--- src/rtl/cra_pkg.sv ---
// cra_pkg: shared helpers for the pipelined carry-ripple adder.
//   cra_cw        - chunk width (bits rippled per pipeline stage)
//   cra_params_ok - legality of a WIDTH/STAGES pairing, checked at elaboration
//   cra_fa        - one-bit full adder cell, returns {carry_out, sum}
package cra_pkg;

  function automatic int cra_cw(input int width, input int stages);
    return width / stages;
  endfunction

  function automatic bit cra_params_ok(input int width, input int stages);
    return (width >= 2) && (stages >= 1) && (stages <= width) && ((width % stages) == 0);
  endfunction

  function automatic logic [1:0] cra_fa(input logic x, input logic y, input logic ci);
    return {(x & y) | (ci & (x ^ y)), x ^ y ^ ci};
  endfunction

endpackage

--- src/rtl/cra_pipe_stage.sv ---
// cra_pipe_stage: one pipeline stage of cra_pipe. Ripples chunk IDX of the
// carried operands with the incoming carry and registers valid, carry-out,
// operands and partial sum.
//   clk, rst_n        clock, async active-low reset
//   v_i, c_i          upstream valid and carry
//   a_i, b_i, s_i     upstream operands and low sum bits produced so far
//   rdy_i             downstream stage (or consumer) can take data
//   rdy_o             this stage can load this cycle
//   v_o, c_o          registered valid and chunk carry-out
//   a_o, b_o, s_o     registered operands and partial sum
module cra_pipe_stage
  import cra_pkg::*;
#(
  parameter int WIDTH = 32,
  parameter int CW    = 8,
  parameter int IDX   = 0
) (
  input  logic             clk,
  input  logic             rst_n,
  input  logic             v_i,
  input  logic             c_i,
  input  logic [WIDTH-1:0] a_i,
  input  logic [WIDTH-1:0] b_i,
  input  logic [WIDTH-1:0] s_i,
  input  logic             rdy_i,
  output logic             rdy_o,
  output logic             v_o,
  output logic             c_o,
  output logic [WIDTH-1:0] a_o,
  output logic [WIDTH-1:0] b_o,
  output logic [WIDTH-1:0] s_o
);

  logic             carry;
  logic [1:0]       fa;
  logic [WIDTH-1:0] s_d;

  // Only CW bits of carry chain live in this stage.
  always_comb begin
    carry = c_i;
    fa    = 2'b00;
    s_d   = s_i;
    for (int i = 0; i < CW; i++) begin
      fa                = cra_fa(a_i[IDX*CW+i], b_i[IDX*CW+i], carry);
      s_d[IDX*CW+i]     = fa[0];
      carry             = fa[1];
    end
  end

  // An empty stage loads regardless of downstream, so bubbles collapse.
  assign rdy_o = !v_o || rdy_i;

  always_ff @(posedge clk or negedge rst_n) begin
    if (!rst_n) begin
      v_o <= 1'b0;
      c_o <= 1'b0;
      a_o <= '0;
      b_o <= '0;
      s_o <= '0;
    end else if (rdy_o) begin
      v_o <= v_i;
      c_o <= carry;
      a_o <= a_i;
      b_o <= b_i;
      s_o <= s_d;
    end
  end

endmodule

--- src/rtl/cra_pipe.sv ---
// cra_pipe: pipelined carry-ripple adder, sum = a + b + cin (WIDTH+1 bits),
// STAGES chunks of WIDTH/STAGES bits each, valid/ready on both sides.
//   clk, rst_n              clock, async active-low reset
//   in_valid, in_ready      input handshake
//   a, b, cin               operands and carry-in
//   sub                     subtract select (only with CRA_PIPE_SUB_EN)
//   out_valid, out_ready    output handshake
//   sum                     result, sum[WIDTH] is the carry-out
// Optional feature macro: CRA_PIPE_SUB_EN adds the sub port; subtraction is
// a + ~b + 1, realised by inverting b and forcing the carry-in at the input,
// so the beat carries no extra state.
module cra_pipe
  import cra_pkg::*;
#(
  parameter int WIDTH  = 32,
  parameter int STAGES = 4
) (
  input  logic             clk,
  input  logic             rst_n,
  input  logic             in_valid,
  output logic             in_ready,
  input  logic [WIDTH-1:0] a,
  input  logic [WIDTH-1:0] b,
  input  logic             cin,
`ifdef CRA_PIPE_SUB_EN
  input  logic             sub,
`endif
  output logic             out_valid,
  input  logic             out_ready,
  output logic [WIDTH:0]   sum
);

  localparam int CW = cra_cw(WIDTH, STAGES);

  if (!cra_params_ok(WIDTH, STAGES)) begin : g_bad_params
    $error("cra_pipe: illegal WIDTH/STAGES combination");
  end

  logic [WIDTH-1:0]  b0;
  logic              c0;

`ifdef CRA_PIPE_SUB_EN
  assign b0 = sub ? ~b : b;
  assign c0 = sub | cin;
`else
  assign b0 = b;
  assign c0 = cin;
`endif

  logic [STAGES-1:0] v_q;
  logic [STAGES-1:0] c_q;
  logic [STAGES-1:0] rdy_up;
  logic [STAGES-1:0] rdy_dn;
  logic [WIDTH-1:0]  a_q [STAGES];
  logic [WIDTH-1:0]  b_q [STAGES];
  logic [WIDTH-1:0]  s_q [STAGES];
  logic              full_acc;

  // Downstream readiness in closed form: stage k may pass data on when the
  // consumer is ready or any later stage has a hole. Built from registered
  // valids only, so no stage's rdy feeds back into another's.
  always_comb begin
    rdy_dn   = '0;
    full_acc = 1'b1;
    for (int k = STAGES - 1; k >= 0; k--) begin
      rdy_dn[k] = out_ready || !full_acc;
      full_acc  = full_acc & v_q[k];
    end
  end

  for (genvar k = 0; k < STAGES; k++) begin : g_stage
    logic             vi;
    logic             ci;
    logic [WIDTH-1:0] ai;
    logic [WIDTH-1:0] bi;
    logic [WIDTH-1:0] si;

    if (k == 0) begin : g_head
      assign vi = in_valid;
      assign ci = c0;
      assign ai = a;
      assign bi = b0;
      assign si = '0;
    end else begin : g_body
      assign vi = v_q[k-1];
      assign ci = c_q[k-1];
      assign ai = a_q[k-1];
      assign bi = b_q[k-1];
      assign si = s_q[k-1];
    end

    cra_pipe_stage #(
      .WIDTH (WIDTH),
      .CW    (CW),
      .IDX   (k)
    ) u_stage (
      .clk   (clk),
      .rst_n (rst_n),
      .v_i   (vi),
      .c_i   (ci),
      .a_i   (ai),
      .b_i   (bi),
      .s_i   (si),
      .rdy_i (rdy_dn[k]),
      .rdy_o (rdy_up[k]),
      .v_o   (v_q[k]),
      .c_o   (c_q[k]),
      .a_o   (a_q[k]),
      .b_o   (b_q[k]),
      .s_o   (s_q[k])
    );
  end

  assign in_ready  = rdy_up[0];
  assign out_valid = v_q[STAGES-1];
  assign sum       = {c_q[STAGES-1], s_q[STAGES-1]};

  // Last stage's operand copies and the inner rdy taps have no consumer.
  logic tail_unused;
  assign tail_unused = ^{rdy_up, a_q[STAGES-1], b_q[STAGES-1]};

endmodule

--- config.mk ---
export PLATFORM = sky130hd
export DESIGN_NAME = cra_pipe
export DESIGN_NICKNAME = d
export VERILOG_FILES = /design/src/rtl/cra_pkg.sv /design/src/rtl/cra_pipe_stage.sv /design/src/rtl/cra_pipe.sv
export SDC_FILE = /design/constraint.sdc
export NUM_CORES = 1
export LEC_CHECK = 0
export BUFFER_PORTS_ARGS = -buffer_cell sky130_fd_sc_hd__buf_4
export CORE_MARGIN = 2
export CORE_UTILIZATION = 40
export CTS_BUF_LIST = sky130_fd_sc_hd__clkbuf_4
export DETAILED_ROUTE_END_ITERATION = 12
export PLACE_DENSITY_LB_ADDON = 0.12
export SLEW_MARGIN = 20
export SYNTH_ARGS = -nofsm -noshare
export SYNTH_HDL_FRONTEND = slang
export SYNTH_HIERARCHICAL = 1
export SYNTH_SLANG_ARGS = --single-unit
--- constraint.sdc ---
create_clock -name clk -period 6.1 [get_ports clk]
set_input_delay 1.22 -clock clk [delete_from_list [all_inputs] [get_ports clk]]
set_output_delay 1.22 -clock clk [all_outputs]
set_load 0.1 [all_outputs]
==> flow_summary_export.csv <==
group,metric,value,unit
timing,timing.hold.ws,0.512,ns
clock_network,cts_tree,"done",
critical_path,cp.required,6.55,ns
timing,finalMaxSlewViolations,0,
grt,grt_pass1_vias,4334,
critical_path,crit_type,"primary input to register",
flow_run,maxCapViolations,0,
route,drt_iter0_markers,149,
power,power.share.clock,14.6,%
timing,finalCritPeriodShare,66.9,%
route,ant_nets,0,
clock_network,postCtsResizedCells,0,
timing,rsz0062_at_grt,"no",
power,seq_power_share,44.2,%
clock_network,cts_inserted_buffers,17,
die,std_cell_rows,51,
clock_network,cts-root-buf,"clkbuf_4",
timing,setup_viol,0,
clock_network,cts_hold_buf,0,
route,drt_first_pass_iters,4,
grt,grt_antenna_before_repair,1,
critical_path,cp-start-kind,"primary input",
min_path,min_from,"g_stage[0].u_stage/b_o[26]",
critical_path,reg2reg_from,"g_stage[1].u_stage/b_o[16]",
placed_design,io_buffer_count,103,
die,fp.dieW,144,µm
die,start_util,40.4,%
critical_path,end_kind,"register",
timing,worstMarginPinSlew,0.907,ns
power,switching_share,43.1,%
finish,multiInputGateArea,2820,µm²
critical_path,cp.arrival,4.53,ns
route,routed_wl,13400,µm
critical_path,crit_fanout,1,
die,die_y,144,µm
clock_network,cts.sinks,184,
min_path,hold_end,"g_stage[1].u_stage/b_o[26]",
power,intPower,2240,µW
critical_path,r2r_slack,2.27,ns
die,die-area,20600,µm²
power,power_switching,1700,µW
finish,fillers,1748,
finish,regArea,4600,µm²
power,power_density,442,nW/µm²
timing,hold_viol_final,0,
clock_network,insertion_delay,0.54,ns
synthesis,synth.cell_area,7810,µm²
timing,finalCriticalPeriod,4.08,ns
clock_network,htree_levels,4,
route,wl_per_cell,15.8,µm
timing,setup_tns,0,ns
synthesis,syn_inst,478,
route,viasPerCell,4.66,
clock_network,path_clk_slew,0.14,ns
critical_path,rr_worst_depth,12,
clock_network,post_cts_buffers,0,
synthesis,ys_warn_count,6,
synthesis,synth_fp_nets,579,
finish,stdcell_area,8910,µm²
power,power_frac_comb,41.2,%
die,core,19300,µm²
timing,slew_headroom,39.6,%
die,ioPinCount,104,
grt,grt.total_usage,14.0,%
min_path,hold_class,"register to register",
grt,grt_pass1_wl,22100,µm
timing,timing.fmax,245,MHz
finish,area_growth,14.1,%
grt,grt_max_degree,123,
placed_design,place_congestion,0.729,
synthesis,avgSynthCellArea,16.3,µm²
min_path,worstHoldPathCells,1,
placed_design,dpl_cell_area,8650,µm²
route,via_count,3960,
finish,fin_nets,672,
status,outcome,"finished, final reports clean",
placed_design,dp.final_hpwl,8700,µm
finish,fin_util,46.1,%
power,finalPower,3940,µW
power,ir_worst_vdd,0.000207,V
grt,grt_remaining_overflow,0,
finish,drive_above_1_share,52.6,%
power,p_leak,0.00398,µW
critical_path,reg2reg_to,"g_stage[2].u_stage/s_o[23]",
timing,skew,0.0156,ns
clock_network,max-clock-path-buffers,2,
route,route.detailed.drc,0,
[critical path: stages]
cell and delay [ns]:
buf_4 0.11, inv_1 0.07, fa_1 0.17, inv_1 0.05, fa_1 0.37, fa_1 0.39, fa_1 0.41, fa_1 0.40
fa_1 0.38, fa_1 0.37, inv_1 0.07, fa_1 0.40, a21oi_1 0.13
[layer usage]
layer / GRT usage (%) / wire [µm]
met3: 3.80 / 528
met4: 4.18 / 138
met5: 0 / 0
met1: 18.6 / 6370
met2: 22.7 / 6360
[registers in the layout, summed over array words and instances (netlist names)]
register             flops
g_stage.u_stage/c_o      4
g_stage.u_stage/a_o     48
g_stage.u_stage/s_o     80
g_stage.u_stage/v_o      4
g_stage.u_stage/b_o     48
[cell type report]
| class | count | area share, % |
|---|---|---|
| well taps | 265 | 3.72 |
| repair buffers | 105 | 9.14 |
| flip-flops and latches | 184 | 51.7 |
| multi-input cells | 235 | 31.6 |
| clock inverters | 12 | 0.899 |
| clock buffers | 20 | 1.69 |
| inverters | 28 | 1.18 |
| diodes | 1 | 0.0281 |
[worst max path at each step]
stage | slack (ns) | cells past startpoint | start | end
after floorplan | 1.73 | 12 | a[0] | g_stage[0].u_stage/s_o[7]
after global placement | 1.49 | 13 | a[0] | g_stage[0].u_stage/s_o[7]
after detailed placement | 1.42 | 13 | a[0] | g_stage[0].u_stage/s_o[7]
after CTS | 2.07 | 4 | out_ready | in_ready
after global routing | 1.92 | 13 | b[0] | g_stage[0].u_stage/s_o[7]
final | 2.02 | 13 | a[0] | g_stage[0].u_stage/s_o[7]
[power by group through the flow]
stage,clock network [µW],registers [µW],logic (µW)
after floorplan,0,2510,511
after global placement,0,1760,1610
after detailed placement,0,1780,1640
after CTS,613,1750,1640
after global routing,659,1790,1720
final,576,1740,1620
[stage by stage]
stage	instances	worst slack, ns
final	850	2.02
after floorplan	478	1.73
after global routing	850	1.92
after CTS	848	2.07
after global placement	816	1.49
after detailed placement	816	1.42
[placed cells by master (no fill, tap or decap), drive strengths merged]
cell / n
dfrtp: 184
nand4b: 1
clkinvlp: 3
mux2: 168
clkbuf: 21
a21oi: 12
clkinv: 8
nor3b: 12
inv: 29
buf: 104
diode: 1
nand3b: 1
nand2b: 9
fa: 32
(Power assumes the default switching activity.)
